## src/rtl/countdown_timer_pkg.sv

```systemverilog
// Shared types for the loadable countdown timer.
package countdown_timer_pkg;

   // Two-state control FSM; encoding kept explicit so RUN decodes as a single bit.
   typedef enum logic {
      StIdle = 1'b0,
      StRun  = 1'b1
   } state_e;

endpackage

```

## src/rtl/countdown_timer.sv

```systemverilog
// Loadable down-counter with a one-cycle done pulse on expiry.
// Optional periodic auto-reload mode is built when COUNTDOWN_TIMER_AUTO_RELOAD_EN is defined:
// it adds the periodic input and a reload register holding the last loaded value.
module countdown_timer
   import countdown_timer_pkg::*;
#(
   parameter int unsigned WIDTH = 8
) (
   input  logic             clk,
   input  logic             rst_n,
   input  logic             start,
   input  logic [WIDTH-1:0] load_val,
   input  logic             en,
   input  logic             abort,
`ifdef COUNTDOWN_TIMER_AUTO_RELOAD_EN
   input  logic             periodic,
`endif
   output logic             busy,
   output logic [WIDTH-1:0] cnt,
   output logic             zero,
   output logic             done
);

   state_e           state_q, state_d;
   logic [WIDTH-1:0] cnt_q, cnt_d;
   logic             busy_q, busy_d;
   logic             done_q, done_d;
`ifdef COUNTDOWN_TIMER_AUTO_RELOAD_EN
   logic [WIDTH-1:0] reload_q, reload_d;
`endif

   // Next-state logic: IDLE waits for start, RUN decrements with abort taking priority over en.
   always_comb begin
      state_d = state_q;
      cnt_d   = cnt_q;
      busy_d  = busy_q;
      done_d  = 1'b0;
`ifdef COUNTDOWN_TIMER_AUTO_RELOAD_EN
      reload_d = reload_q;
`endif
      unique case (state_q)
         StIdle: begin
            if (start) begin
               if (load_val != '0) begin
                  cnt_d   = load_val;
                  busy_d  = 1'b1;
                  state_d = StRun;
`ifdef COUNTDOWN_TIMER_AUTO_RELOAD_EN
                  reload_d = load_val;
`endif
               end else begin
                  // A zero-length count completes immediately without ever going busy.
                  cnt_d  = '0;
                  done_d = 1'b1;
               end
            end
         end
         StRun: begin
            if (abort) begin
               cnt_d   = '0;
               busy_d  = 1'b0;
               state_d = StIdle;
            end else if (en) begin
               if (cnt_q > WIDTH'(1)) begin
                  cnt_d = cnt_q - WIDTH'(1);
               end else begin
                  done_d = 1'b1;
`ifdef COUNTDOWN_TIMER_AUTO_RELOAD_EN
                  if (periodic) begin
                     cnt_d = reload_q;
                  end else begin
                     cnt_d   = '0;
                     busy_d  = 1'b0;
                     state_d = StIdle;
                  end
`else
                  cnt_d   = '0;
                  busy_d  = 1'b0;
                  state_d = StIdle;
`endif
               end
            end
         end
         default: begin
            state_d = StIdle;
            cnt_d   = '0;
            busy_d  = 1'b0;
         end
      endcase
   end

   // State registers with asynchronous active-low reset; reset never produces done.
   always_ff @(posedge clk or negedge rst_n) begin
      if (!rst_n) begin
         state_q <= StIdle;
         cnt_q   <= '0;
         busy_q  <= 1'b0;
         done_q  <= 1'b0;
`ifdef COUNTDOWN_TIMER_AUTO_RELOAD_EN
         reload_q <= '0;
`endif
      end else begin
         state_q <= state_d;
         cnt_q   <= cnt_d;
         busy_q  <= busy_d;
         done_q  <= done_d;
`ifdef COUNTDOWN_TIMER_AUTO_RELOAD_EN
         reload_q <= reload_d;
`endif
      end
   end

   assign busy = busy_q;
   assign cnt  = cnt_q;
   assign done = done_q;
   assign zero = (cnt_q == '0);

endmodule

```

## config.mk

```make
export PLATFORM = sky130hd
export DESIGN_NAME = countdown_timer
export DESIGN_NICKNAME = d
export VERILOG_FILES = /design/src/rtl/countdown_timer_pkg.sv /design/src/rtl/countdown_timer.sv
export SDC_FILE = /design/constraint.sdc
export NUM_CORES = 1
export LEC_CHECK = 0
export CAP_MARGIN = 20
export CORE_MARGIN = 4
export CORE_UTILIZATION = 44
export DETAILED_ROUTE_END_ITERATION = 8
export HOLD_SLACK_MARGIN = 0.15
export PLACE_DENSITY = 0.77
export SLEW_MARGIN = 40
export SYNTH_ARGS = -nofsm -noshare
export SYNTH_HDL_FRONTEND = slang
export SYNTH_SLANG_ARGS = --single-unit
```

## constraint.sdc

```tcl
create_clock -name clk -period 2.34 [get_ports clk]
set_input_delay 0.234 -clock clk [delete_from_list [all_inputs] [get_ports clk]]
set_output_delay 0.234 -clock clk [all_outputs]
set_load 0.03 [all_outputs]
```

==> flow_summary.json <==
{
  "slew_violations": 0,
  "gp_congestion": 0.861,
  "rsz0062_at_grt": "no",
  "clkPwrFrac": 0.100,
  "critPathMaxFanout": 8,
  "status": "finished, final reports clean",
  "fin_crit_sh": 0.949,
  "synthesis.area_um2": 749,
  "grt_usage": 0.190,
  "die_h_um": 49.3,
  "setup_violations": 0,
  "dieArea_um2": 2430,
  "critPathBufInv": 1,
  "yosys-top-cells-area": "dfrtp_1, o21ai_0, o2bb2ai_1",
  "finClkSkew_ps": 0.687,
  "ir_worst_vdd_mv": 0.729,
  "ys_ff_latch": 11,
  "dp_hpwl_um": 1520,
  "syn_inst": 83,
  "post-route-util": 0.641,
  "cp.required_ps": 2110,
  "synthMostInstantiatedCell": "o21ai_0",
  "wl_um": 2010,
  "p_seq_frac": 0.287,
  "synth_nets": 99,
  "p_sw_mw": 0.689,
  "synthTopCellsByCount": "o21ai_0, dfrtp_1, nor3_1",
  "synth_edf_count": 0,
  "final_net_count": 124,
  "grt_pass1_wl_um": 3570,
  "drc": 0,
  "drv_cap": 0,
  "io_buffers": 23,
  "dr.pass1.iters": 4,
  "cts_made_buffers": 3,
  "ant_nets": 0,
  "cpPeakStageDelay_ps": 670,
  "ys_seq_area_frac": 0.367,
  "setup.worst_path.start_class": "flop",
  "cp_top_family": "buffers and inverters",
  "clk_latency_ps": 280,
  "slowest_stage": "clkdlybuf4s50_1",
  "yosys_warnings": 0,
  "fin_ws_ps": 119,
  "vias_per_cell": 6.23,
  "crit_chain": "nor3_1, and3_1, clkdlybuf4s50_1",
  "synth-async-reset-ratio": 1.00,
  "pre_cts_slack_ps": 297,
  "ios": 24,
  "hold_class": "in2async",
  "p_int_mw": 0.688,
  "fmax_mhz": 450,
  "hold_buffers": 0,
  "r2r_setup_slack_ps": 260,
  "die_x_um": 49.3,
  "detail_route.wl_per_cell_um": 16.3,
  "core_um2": 1560,
  "antenna_cells": 0,
  "antenna_found_initial": 0,
  "synth_ff_type": "dfrtp_1",
  "cp.arrival_ps": 1990,
  "avgSynthCellArea_um2": 9.03,
  "worstSetupPathType": "reg2out",
  "sw_frac_of_total": 0.501,
  "post_cts_buffers": 0,
  "drive_gt1_frac": 0.0374,
  "final_hold_viol_count": 0,
  "gr-total-overflow": 0,
  "synth_cell_type_count": 28,
  "power.density_nw_per_um2": 1380,
  "fp-row-count": 14,
  "clk_pin_slew_ps": 80,
  "relSlewSlack": 0.654,
  "cts-htree-levels": 1,
  "netlist.area_leader.share": 0.367,
  "grt_pass1_vias": 767,
  "clock-root-buffer": "clkbuf_4",
  "min_period_ps": 2220,
  "yosysTopAreaCell": "dfrtp_1",
  "vias": 766,
  "timing.setup.tns_ps": 0,
  "drtIter0Drc": 20,
  "cts_resized": 0,
  "worst_pin_slew_ps": 517,
  "grt_max_degree": 13,
  "start_util": 0.481,
  "cts_max_path_buffers": 2,
  "power_leakage_nw": 0.393,
  "areaGrowthSynthToFinish_pct": 33.4,
  "critical_path.endpoint_type": "output port",
  "clock-sinks": 11,
  "cts_tree": "yes",
  "combPwrFrac": 0.613
}
worst reg2reg max path, stage by stage (launching register included):
cell	delay (ps)
dfrtp_1	450
or3_1	500
o31ai_4	540
o21ai_0	170
a221o_1	300
cell type report:
| cell class | count | area (µm²) |
|---|---|---|
| clock buffer | 4 | 26.3 |
| fill | 134 | 559 |
| inverter | 4 | 15.0 |
| multi-input combinational | 65 | 433 |
| sequential | 11 | 275 |
| tap | 16 | 20.0 |
| timing repair buffer | 23 | 230 |
placed cells by master (no fill, tap or decap), types with 2 or more instances in the layout:
| cell | n |
|---|---|
| dfrtp_1 | 11 |
| ha_1 | 3 |
| nor3_1 | 6 |
| nand2_1 | 5 |
| o211ai_1 | 2 |
| or4_1 | 2 |
| clkdlybuf4s50_1 | 23 |
| o21ai_0 | 12 |
| inv_1 | 4 |
| nor2_1 | 3 |
| nor2b_1 | 2 |
| clkbuf_4 | 3 |
| a2bb2oi_1 | 2 |
| a21oi_1 | 3 |
| a22o_1 | 3 |
| nand2b_1 | 3 |
| nor4_1 | 3 |
| or3_1 | 2 |
| o2bb2ai_1 | 5 |
worst paths after layout:
path                            startpoint  cells past startpoint     end
worst max register to register      cnt[3]                      4  cnt[6]
worst min register to register        busy                      1    busy
worst max-delay path                cnt[5]                      3    zero
min in group clk                      busy                      1    busy
max in group asynchronous            rst_n                      1  cnt[2]
worst min-delay path                 rst_n                      1    done
power groups by stage:
stage          Clock [mW]  Combinational (mW)  Sequential (mW)
6_report            0.138               0.844            0.395
3_5_place_dp            0               0.834            0.399
2_1_floorplan           0               0.462            0.509
4_1_cts             0.141               0.840            0.394
5_1_grt             0.148               0.917            0.419
3_3_place_gp            0               0.830            0.387
metrics by stage:
step	power, mW	hold slack (ps)	cells	area, µm²
6_report	1.38	294	123	1000
5_1_grt	1.48	348	123	1000
4_1_cts	1.38	325	123	1000
3_5_place_dp	1.23	506	119	973
3_3_place_gp	1.22	503	119	973
2_1_floorplan	0.972	-61.6	83	749
state kept, by name (all words and copies together) (netlist names):
register,flops
busy,1
cnt,8
done,1
state_q,1
cell families after synthesis:
kind of cell | Yosys count | synth area share
buffers and inverters | 7 | 0.0551
AOI/OAI and AO/OA | 31 | 0.301
adders and majority gates | 3 | 0.0501
DFF | 11 | 0.367
and+or+nand+nor | 31 | 0.227
layer usage:
layer | GRT usage | wire length [µm] | vias up
met3 | 0.0367 | 130 | 5
met2 | 0.286 | 953 | 29
met4 | 0.104 | 37 | 0
li1 | - | - | 367
met1 | 0.254 | 887 | 365
met5 | 0 | 0 | -
Power figures use the tool's default switching activity.
